### src/rtl/sorter_pkg.sv
// sorter_pkg: shared sorter defaults, feeder state encoding and pointer-width helper.
package sorter_pkg;
  localparam int SIZE = 8;
  localparam int WIDTH = 32;
  function automatic int addr_w(input int size);
    return $clog2(size) + 1;
  endfunction
  localparam int ADDR_W = addr_w(SIZE);
  typedef enum logic [1:0] {FILL, STREAM, WAIT} state_t;
endpackage

### src/rtl/sort_feeder_if.sv
// sort_feeder_if: upstream handshake plus sorter-side load signals of the feeder.
interface sort_feeder_if #(
  parameter int size = sorter_pkg::SIZE,
  parameter int width = sorter_pkg::WIDTH
);
  logic in_valid;
  logic [width-1:0] in_data;
  logic in_ready;
  logic sort_done;
  logic start;
  logic [width-1:0] data_out;
  logic busy;
  logic [sorter_pkg::addr_w(size)-1:0] count;
  modport master (output in_valid, in_data, sort_done, input in_ready, start, data_out, busy, count);
  modport slave (input in_valid, in_data, sort_done, output in_ready, start, data_out, busy, count);
endinterface

### src/rtl/feeder_buf.sv
// feeder_buf: batch buffer, one write port and one registered read port.
module feeder_buf #(
  parameter int size = sorter_pkg::SIZE,
  parameter int width = sorter_pkg::WIDTH
) (
  input  logic clk,
  input  logic we,
  input  logic [$clog2(size)-1:0] wa,
  input  logic [width-1:0] wd,
  input  logic [$clog2(size)-1:0] ra,
  output logic [width-1:0] rd
);
  logic [width-1:0] mem [size];
  always_ff @(posedge clk) begin
    if (we) mem[wa] <= wd;
    rd <= mem[ra];
  end
endmodule

### src/rtl/sort_feeder.sv
// sort_feeder: buffers a batch of words, then streams them to the sorter and waits for done.
import sorter_pkg::*;
module sort_feeder #(
  parameter int size = SIZE,
  parameter int width = WIDTH
) (
  input logic clk,
  input logic rstn,
  sort_feeder_if.slave bus
);
  localparam int aw = addr_w(size);
  state_t state, state_nxt;
  logic [aw-1:0] wr_ptr, rd_ptr, rd_nxt;
  logic [width-1:0] rd_data;
  logic accept, last_in, last_out, clr;
  assign accept = bus.in_valid && bus.in_ready;
  assign last_in = accept && wr_ptr == aw'(size - 1);
  assign last_out = rd_ptr == aw'(size - 1);
  assign clr = state == WAIT && bus.sort_done;
  // Read address runs one ahead so the registered read lands buf[k] in stream cycle k; in FILL it sits on buf[0].
  assign rd_nxt = state == STREAM ? rd_ptr + aw'(1) : clr ? '0 : rd_ptr;
  assign bus.data_out = state == STREAM ? rd_data : '0;
  always_comb begin
    state_nxt = state;
    if (state == FILL && last_in) state_nxt = STREAM;
    if (state == STREAM && last_out) state_nxt = WAIT;
    if (clr) state_nxt = FILL;
  end
  always_ff @(posedge clk or negedge rstn) begin
    if (!rstn) begin
      state <= FILL;
      wr_ptr <= '0;
      rd_ptr <= '0;
      bus.count <= '0;
      bus.in_ready <= 1'b0;
      bus.start <= 1'b0;
      bus.busy <= 1'b0;
    end else begin
      state <= state_nxt;
      rd_ptr <= rd_nxt;
      wr_ptr <= clr ? '0 : accept ? wr_ptr + aw'(1) : wr_ptr;
      bus.count <= clr ? '0 : accept ? bus.count + aw'(1) : bus.count;
      bus.in_ready <= state_nxt == FILL;
      bus.start <= last_in;
      bus.busy <= state_nxt != FILL;
    end
  end
  feeder_buf #(.size(size), .width(width)) u_buf (
    .clk(clk),
    .we(accept),
    .wa(wr_ptr[aw-2:0]),
    .wd(bus.in_data),
    .ra(rd_nxt[aw-2:0]),
    .rd(rd_data)
  );
endmodule

### src/flat_wrapper.sv
// flat-port wrapper written by rule: the top's interface ports become plain ports
module sort_feeder_flat 
#(
  parameter int size = SIZE,
  parameter int width = WIDTH
)
  (clk, rstn, bus_in_valid, bus_in_data, bus_sort_done, bus_in_ready, bus_start, bus_data_out, bus_busy, bus_count);
  sort_feeder_if #(.size(size), .width(width)) bus_i ();
  input logic clk;
  input logic rstn;
  input wire logic [$bits(bus_i.in_valid)-1:0] bus_in_valid;
  input wire logic [$bits(bus_i.in_data)-1:0] bus_in_data;
  input wire logic [$bits(bus_i.sort_done)-1:0] bus_sort_done;
  output wire logic [$bits(bus_i.in_ready)-1:0] bus_in_ready;
  output wire logic [$bits(bus_i.start)-1:0] bus_start;
  output wire logic [$bits(bus_i.data_out)-1:0] bus_data_out;
  output wire logic [$bits(bus_i.busy)-1:0] bus_busy;
  output wire logic [$bits(bus_i.count)-1:0] bus_count;
  assign bus_i.in_valid = bus_in_valid;
  assign bus_i.in_data = bus_in_data;
  assign bus_i.sort_done = bus_sort_done;
  assign bus_in_ready = bus_i.in_ready;
  assign bus_start = bus_i.start;
  assign bus_data_out = bus_i.data_out;
  assign bus_busy = bus_i.busy;
  assign bus_count = bus_i.count;
  sort_feeder #(.size(size), .width(width)) u_core (.clk(clk), .rstn(rstn), .bus(bus_i));
endmodule
### config.mk
export PLATFORM = sky130hd
export DESIGN_NAME = sort_feeder_flat
export DESIGN_NICKNAME = d
export VERILOG_FILES = /design/src/rtl/sorter_pkg.sv /design/src/rtl/sort_feeder_if.sv /design/src/rtl/feeder_buf.sv /design/src/rtl/sort_feeder.sv /design/src/flat_wrapper.sv
export SDC_FILE = /design/constraint.sdc
export NUM_CORES = 1
export LEC_CHECK = 0
export CAP_MARGIN = 20
export CORE_MARGIN = 10
export CORE_UTILIZATION = 53
export CTS_CLUSTER_SIZE = 20
export DETAILED_ROUTE_END_ITERATION = 8
export GPL_ROUTABILITY_DRIVEN = 0
export PLACE_DENSITY = 0.74
export SYNTH_ARGS = -nofsm -noshare
export SYNTH_HDL_FRONTEND = slang
export SYNTH_HIERARCHICAL = 1
export SYNTH_SLANG_ARGS = --single-unit
### constraint.sdc
create_clock -name clk -period 3.5 [get_ports clk]
set_input_delay 0.35 -clock clk [delete_from_list [all_inputs] [get_ports clk]]
set_output_delay 0.35 -clock clk [all_outputs]
set_load 0.02 [all_outputs]
* Yosys cells after proc, flatten, opt, wreduce, memory -nomap -nowiden
Memories as Yosys holds them, arrays and structs flattened. A register that Yosys moved wholly into a read port is not among the register bits.
Cells that the tools add are included.
** Word-level totals
- Register bits :: 17
- Memory bits (writable) :: 256
- Input port bits :: 36
- Output and inout bits :: 39
- Word-level logic and storage cells :: 38
- Memories kept :: 1
** Memory list
- u_core.u_buf.mem :: depth 8, width 32, read ports 1, clocked after memory_dff 1, wr ports 1, line feeder_buf.sv:13 : logic [width-1:0] mem [size];
** Cells by class
- Add/sub/neg operators :: 3
- Equal/unequal tests :: 4
- Mux-type cells :: 12
- Reduce and logical (&&, ||, !) cells :: 10
** Operators by type and width (count)
- 32-bit two-way mux :: 1
- 4-bit two-way mux :: 6
- 4-bit by 1-bit adder with 4-bit output (second input constant) :: 3
- 4-bit by 3-bit == test with 1-bit output (second input constant) :: 2
- 2-bit two-way mux :: 3
- 2-bit nonzero test :: 3
- 1-bit logical AND :: 5
- 2-bit logical NOT :: 2
- 2-bit by 1-bit == test with 1-bit output (second input constant) :: 1
- 2-bit == test (second input constant) :: 1
- 1-bit two-way mux :: 2

* Longest topological paths before layout
Gate-level depths: netlist of run 1.
- Word-level depth :: 7
- Depth in mapped cells :: 8

* Hierarchy
The synthesis of run 1 kept the hierarchy.
** By module, submodules not included
- feeder_buf :: instances 1, cells each 415, area each 10466.3 um^2, seq. area each 8328.0 um^2
- sort_feeder :: instances 1, cells each 111, area each 983.4 um^2, seq. area each 425.4 um^2

* Least setup slack after synthesis of run 1
Ideal clock, no wire load.
- Path kind :: register -> register
- From :: register u_core.bus.in_ready
- To :: memory u_core/u_buf/mem[0][0] (netlist name), enable pin
- Arrival time :: 3.105 ns
- Required time :: 3.039 ns
- Path slack :: -0.066 ns
- Stages on the path, launching flop included :: 5
- Path buffers :: 0
- Cell sequence :: dfrtp_1 > nand2_1 > clkinv_1 > nand2b_1 > nor3_1
** Between the ends
- Longest elaborated chain between the ends :: 3
** Ends and longest elaborated chain
- start, declared :: line sort_feeder_if.sv:15 : modport slave (input in_valid, in_data, sort_done, output in_ready, start, data_out, busy, count);
- start signal, assigned :: line sort_feeder.sv:35 : bus.in_ready <= 1'b0;
- start signal, assigned :: line sort_feeder.sv:43 : bus.in_ready <= state_nxt == FILL;
- 1-bit logical AND :: line sort_feeder.sv:16 : assign accept = bus.in_valid && bus.in_ready;
- via u_core.accept :: line sort_feeder.sv:15 : logic accept, last_in, last_out, clr;
- 1-bit two-way mux :: line feeder_buf.sv:15 : if (we) mem[wa] <= wd;
- 1-bit two-way mux (not written as such) :: line feeder_buf.sv:15
- end, declared :: line feeder_buf.sv:13
The timed path passes the listed nets, and every way through them passes these cells.

* Worst setup path after layout of run 1
- From :: register u_core.state[1]
- To :: output port bus_data_out[11]
** Between the ends
- Longest elaborated chain between the ends :: 2
** Ends and longest elaborated chain
- start, declared :: line sort_feeder.sv:12 : state_t state, state_nxt;
- start signal, assigned :: line sort_feeder.sv:39 : state <= state_nxt;
- 2-bit by 1-bit == test with 1-bit output :: line sort_feeder.sv:22 : assign bus.data_out = state == STREAM ? rd_data : '0;
- 32-bit two-way mux :: line sort_feeder.sv:22
- end, declared :: line flat_wrapper.sv:16 : output wire logic [$bits(bus_i.data_out)-1:0] bus_data_out;
No other way between the ends.

==> run_results.csv, run 1 <==
group,metric,value,unit
critical_path,cp_slowest_cell,"clkdlybuf4s50_1",
final_layout,num_antenna_cells,0,
global_route,grt_pass1_wl,32400,µm
final_layout,layout_commonest_cell,"edfxtp_1",
placed_design,postPlaceCellArea,0.0126,mm²
detailed_routing,drc,0,
hold_path,hp-class,"in2async",
power_and_ir_drop,swShare,0.185,
detailed_routing,first_pass_iters,4,
detailed_routing,wl_per_cell,22.8,µm
sta,setup_slack,427,ps
final_layout,final_nets,665,
cts,postCtsResizedCells,0,
detailed_routing,routed_wirelength,21100,µm
final_layout,final_cell_mix,"edfxtp_1, clkdlybuf4s50_1, mux4_1",
cts,clock_sinks,305,
power_and_ir_drop,power_frac_seq,0.552,
flow_run,max-cap-violations,0,
global_route,gr-total-overflow,0,
sta,skew,11.8,ps
synth,synth_cells,526,
power_and_ir_drop,p_comb_frac,0.012,
synth,ys_seq_area_frac,0.765,
sta,finalHoldViolCount,0,
synth,syn_area,0.0114,mm²
critical_path,rr_startpoint,"u_core/state[1]",
sta,worst_pin_slew,822,ps
synth,synth_top_cell_area_share,0.671,
critical_path,reg2regPathDepth,5,
critical_path,r2r-end,"u_core/u_buf/rd[29]",
cts,tritoncts,"built",
sta,rsz0062_at_grt,"no",
critical_path,cp_max_fo,22,
synth,synth.avg_cell_area,21.8,µm²
floorplan,core,0.0212,mm²
synth,ys_warn_count,6,
cts,ctsHoldBuffers,0,
sta,finalCritPeriodShare,0.878,
critical_path,cp_data_arrival_time,2720,ps
power_and_ir_drop,clockPowerShare,0.436,
sta,fmax,325,MHz
global_route,track_usage,0.147,
sta,relSlewSlack,0.450,
sta,maxSlewViolCount,0,
placed_design,io_buffers,74,
cts,cts-htree-levels,1,
floorplan,start_util,0.541,
cts,cts-root-buf,"clkbuf_16",
critical_path,endpoint_kind,"primary output",
power_and_ir_drop,vdd_drop_max,457,µV
detailed_routing,via_per_inst,5.74,
critical_path,regToRegSetupSlack,730,ps
sta,finalCriticalPeriod,3070,ps
cts,post-cts-setup-buffers,0,
cts,clk_pin_slew_worst_paths,60,ps
final_layout,n_fill_cell,1333,
floorplan,dieArea,0.0279,mm²
final_layout,syn_to_final_growth,18.9,%
critical_path,start_kind,"flop",
detailed_routing,vias,5302,
power_and_ir_drop,power,7.13,mW
detailed_routing,first_iter_violations,330,
global_route,antenna_found_initial,0,
placed_design,preCtsSetupSlack,690,ps
floorplan,pin_count,75,
final_layout,design_area,0.0136,mm²
synth,ys_types,33,
critical_path,crit_path_cell_trace,"and2b_2, buf_4, and2_1, clkdlybuf4s50_1",
cts,clk_path_buf_depth,3,
power_and_ir_drop,power_density,524,mW/mm²
global_route,grt_max_degree,66,
power_and_ir_drop,p_leak,4.75,nW
synth,synth.net_count,565,
power_and_ir_drop,switchingPower,1.32,mW
synth,synth_seq_cells,305,
floorplan,num_rows,53,
critical_path,path_class,"reg2out",
floorplan,die_x,167,µm
cts,cts_buffers,30,
critical_path,worstPathRequired,3150,ps
final_layout,drive_above_1_share,0.202,
cts,worstSkewPairLatency,540,ps
critical_path,max_stage_delay,620,ps
status,status,"complete, no violations",
detailed_routing,antenna_left,0,
sta,setup_tns,0,ps
synth,synth_area_leader_cell,"edfxtp_1",
global_route,grt_pass1_vias,5629,
placed_design,dp_hpwl,12300,µm
sta,setup-violations-final,0,
synth,synthTopCellsByArea,"edfxtp_1, mux4_1, dfxtp_1",
power_and_ir_drop,p_int,5.81,mW
floorplan,die_y,167,µm
## layout make-up
| type | instances | area [µm²] | share of cell area |
|---|---|---|---|
| tap | 275 | 344 | 0.0253 |
| inverter | 4 | 15.0 | 0.00110 |
| clock buffer | 40 | 850 | 0.0624 |
| clock inverter | 15 | 126 | 0.00928 |
| timing repair buffer | 91 | 906 | 0.0665 |
| multi-input combinational | 194 | 2620 | 0.193 |
| sequential | 305 | 8750 | 0.643 |
## synth_stat cells, drive strengths merged
library cell and n:
a21oi 7, and2 32, and2b 1, and3 1, buf 19, clkbuf 4, clkinv 1, dfrtp 17
dfxtp 32, edfxtp 256, ha 3, inv 3, mux2 32, mux2i 1, mux4 64, nand2 12
nand2b 4, nand3 6, nand3b 1, nand4 1, nand4b 1, nor2 10, nor3 2, o21a 2
o21ai 5, o31ai 3, or3 2, xnor2 2, xor2 2
## routing by layer
layer  GRT usage  share of wire  up-vias
met3      0.0247          0.040       24
met2       0.255           0.52      106
met1       0.185           0.42     2819
li1            -              -     2353
met5           0              0        -
met4      0.0439          0.017        0
## worst max-delay path, delay by kind of cell, from the launching register on
kind | cells | cell delay (ps)
DFF | 1 | 470
buffers and inverters | 2 | 930
and+or+nand+nor | 2 | 780
## worst max path at each step
stage / start / end / slack, ps / cells past startpoint
final: u_core/state[1] / bus_data_out[11] / 430 / 4
after global routing: u_core/state[1] / bus_data_out[11] / 310 / 4
after CTS: u_core/state[1] / bus_data_out[11] / 370 / 4
after detailed placement: u_core/state[1] / u_core/u_buf/rd[17] / 690 / 5
after global placement: bus_in_valid / u_core/u_buf/mem[2][8] / 690 / 6
after floorplan: u_core/bus.in_ready / u_core/u_buf/mem[1][0] / 790 / 4
## power by group through the flow
stage,clock (mW),combinational [mW],sequential (mW)
after floorplan,0,0.00271,4.01
after global placement,0,0.0794,4.01
after detailed placement,0,0.0853,4.01
after CTS,3.17,0.0853,3.94
after global routing,3.32,0.0916,3.93
final,3.11,0.0839,3.94
## registers in the layout (all words and copies together), names as in the netlist
name                 flops
u_core/u_buf/rd         32
u_core/bus.count         4
u_core/wr_ptr            4
u_core/state             2
u_core/u_buf/mem       256
u_core/bus.start         1
u_core/rd_ptr            4
u_core/bus.busy          1
u_core/bus.in_ready      1
## metrics by stage
stage               utilization  hold WS (ps)  instances
floorplan                     -          54.4        526
global placement          0.598           496        869
detailed placement        0.598           505        869
CTS                       0.644           282        924
global route              0.644           333        924
finish                    0.644           263        924
## kinds of logic after synthesis
| logic type | count (synthesis) | share of synthesized area |
|---|---|---|
| and+or+nand+nor | 73 | 0.0348 |
| adders and majority gates | 3 | 0.00328 |
| buffers and inverters | 27 | 0.0145 |
| AOI/OAI and AO/OA | 17 | 0.00852 |
| muxes | 97 | 0.171 |
| xor gates and xnor gates | 4 | 0.00306 |
| DFF | 305 | 0.765 |
(Power assumes the default switching activity.)
==> run 2: changes to the inputs <==
--- a/config.mk
+++ b/config.mk
@@ -7,11 +7,13 @@
 export LEC_CHECK = 0
 export CAP_MARGIN = 20
 export CORE_MARGIN = 10
-export CORE_UTILIZATION = 53
+export CORE_UTILIZATION = 57
 export CTS_CLUSTER_SIZE = 20
 export DETAILED_ROUTE_END_ITERATION = 8
+export DONT_BUFFER_PORTS = 1
 export GPL_ROUTABILITY_DRIVEN = 0
-export PLACE_DENSITY = 0.74
+export PLACE_DENSITY = 0.73
+export SETUP_SLACK_MARGIN = 0.5
 export SYNTH_ARGS = -nofsm -noshare
 export SYNTH_HDL_FRONTEND = slang
 export SYNTH_HIERARCHICAL = 1
==> run_results.csv, run 2 (synthesis gave the netlist of run 1 again) <==
group,metric,value,unit
power_and_ir_drop,p_leak,4.64,nW
cts,clk_path_buf_depth,3,
floorplan,die_y,162,µm
final_layout,drive_above_1_share,0.215,
global_route,antenna_found_initial,1,
global_route,gr-total-overflow,0,
final_layout,final_cell_mix,"edfxtp_1, mux4_1, dlygate4sd3_1",
final_layout,layout_commonest_cell,"edfxtp_1",
global_route,track_usage,0.161,
global_route,grt_max_degree,66,
global_route,grt_pass1_vias,5413,
final_layout,design_area,0.0133,mm²
detailed_routing,via_per_inst,5.83,
final_layout,syn_to_final_growth,16.4,%
floorplan,pin_count,75,
final_layout,final_core_util,0.680,
sta,worst_pin_slew,778,ps
final_layout,reg.largest.list,"u_core/u_buf/mem (256), u_core/u_buf/rd (32)",
global_route,grt_pass1_wl,32400,µm
cts,cts-htree-levels,1,
critical_path,r2r-end,"u_core/u_buf/rd[9]",
detailed_routing,first_iter_violations,344,
hold_path,hp-class,"in2reg",
hold_path,min_to,"u_core/bus.busy",
detailed_routing,wl_per_cell,23.8,µm
floorplan,core,0.0196,mm²
critical_path,cp_max_fo,33,
placed_design,io_buffers,0,
sta,finalCriticalPeriod,2610,ps
floorplan,num_rows,51,
floorplan,dieArea,0.0262,mm²
sta,relSlewSlack,0.479,
power_and_ir_drop,power_density,558,mW/mm²
sta,setup_tns,0,ps
status,status,"complete, no violations",
detailed_routing,antenna_left,0,
detailed_routing,routed_wirelength,20800,µm
sta,maxSlewViolCount,0,
sta,rsz0062_at_grt,"no",
power_and_ir_drop,power,7.43,mW
detailed_routing,drc,0,
cts,clock_sinks,305,
critical_path,reg2regPathDepth,5,
sta,finalCritPeriodShare,0.745,
critical_path,start_kind,"flop",
placed_design,dp_hpwl,11700,µm
detailed_routing,vias,5086,
cts,cts-root-buf,"clkbuf_16",
detailed_routing,first_pass_iters,5,
power_and_ir_drop,vdd_drop_max,424,µV
critical_path,cp_data_arrival_time,3050,ps
cts,cts_buffers,29,
critical_path,regToRegSetupSlack,890,ps
flow_run,max-cap-violations,0,
critical_path,rr_startpoint,"u_core/state[1]",
sta,setup-violations-final,0,
final_layout,n_fill_cell,1213,
cts,worstSkewPairLatency,550,ps
final_layout,final_nets,622,
final_layout,regArea,0.00875,mm²
sta,fmax,384,MHz
cts,tritoncts,"built",
sta,finalHoldViolCount,0,
hold_path,whs_path_depth,3,
final_layout,largest_register,"u_core/u_buf/mem",
cts,clk_pin_slew_worst_paths,60,ps
sta,whs,42.0,ps
sta,skew,17.2,ps
critical_path,path_class,"reg2reg",
critical_path,endpoint_kind,"flop",
placed_design,postPlaceCellArea,0.0119,mm²
critical_path,worstPathRequired,3940,ps
cts,postCtsResizedCells,0,
final_layout,multiInputGateArea,0.00262,mm²
floorplan,start_util,0.584,
hold_path,min-delay-start,"bus_sort_done",
final_layout,largest_reg_flops,256,
floorplan,die_x,162,µm
## run 2: changes by cell type in the layout (fill, tap and decap cells not counted), sizes merged
cell,previous run,this run
clkbuf,40,36
bufinv,2,8
clkdlybuf4s50,74,0
clkinv,13,7
clkinvlp,1,3
dlygate4sd3,0,33
inv,3,4
diode,0,1
buf,17,16
## run 2: where the power goes
| part | leakage, nW | internal (mW) | switching, mW | total [mW] |
|---|---|---|---|---|
| clock network | 0.509 | 2.14 | 1.29 | 3.43 |
| logic | 1.37 | 0.0271 | 0.0434 | 0.0705 |
| registers | 2.77 | 3.93 | 0.00379 | 3.94 |
## run 2: how the worst max path moves through the flow
stage | start | end | slack (ps) | cells after the start
4_1_cts | u_core/state[1] | u_core/u_buf/rd[9] | 890 | 5
2_1_floorplan | u_core/bus.in_ready | u_core/u_buf/mem[1][0] | 790 | 4
5_1_grt | u_core/state[1] | u_core/u_buf/rd[23] | 770 | 5
3_5_place_dp | u_core/state[1] | u_core/u_buf/rd[9] | 880 | 5
3_3_place_gp | u_core/state[1] | u_core/u_buf/rd[4] | 970 | 5
6_report | u_core/state[1] | u_core/u_buf/rd[9] | 890 | 5
## run 2: final cells by class
type,count,share of cell area
repair buffers,49,0.0404
inverters,4,0.00113
diodes,1,0.000188
flip-flops and latches,305,0.657
multi-input cells,194,0.197
clock buffers,36,0.0572
clock inverters,18,0.0227
well taps,265,0.0249
## run 2: through the flow
stage | setup WS [ps] | instances
detailed placement | 882 | 784
floorplan | 790 | 526
CTS | 887 | 871
finish | 894 | 872
global placement | 970 | 784
global route | 766 | 872
## run 2: layer usage
layer	track usage	vias up	wire length, µm
li1	-	2265	-
met1	0.209	2659	8530
met2	0.266	132	10600
met3	0.0351	30	1290
met4	0.0500	0	397
met5	0	-	0
## run 2: repair_timing
| action | in CTS | in global routing |
|---|---|---|
| endpoints found under the setup margin | 0 | 0 |
| hold buffers | 33 | 0 |
| endpoints found under the hold margin | 273 | 0 |
| setup buffers | 0 | 0 |
## run 2: worst max-delay path, cell delays in order, from the launching register on
cell,delay (ps)
dfrtp_1,460
nand2b_1,270
o21ai_4,520
buf_12,330
mux4_1,600
mux2_2,280
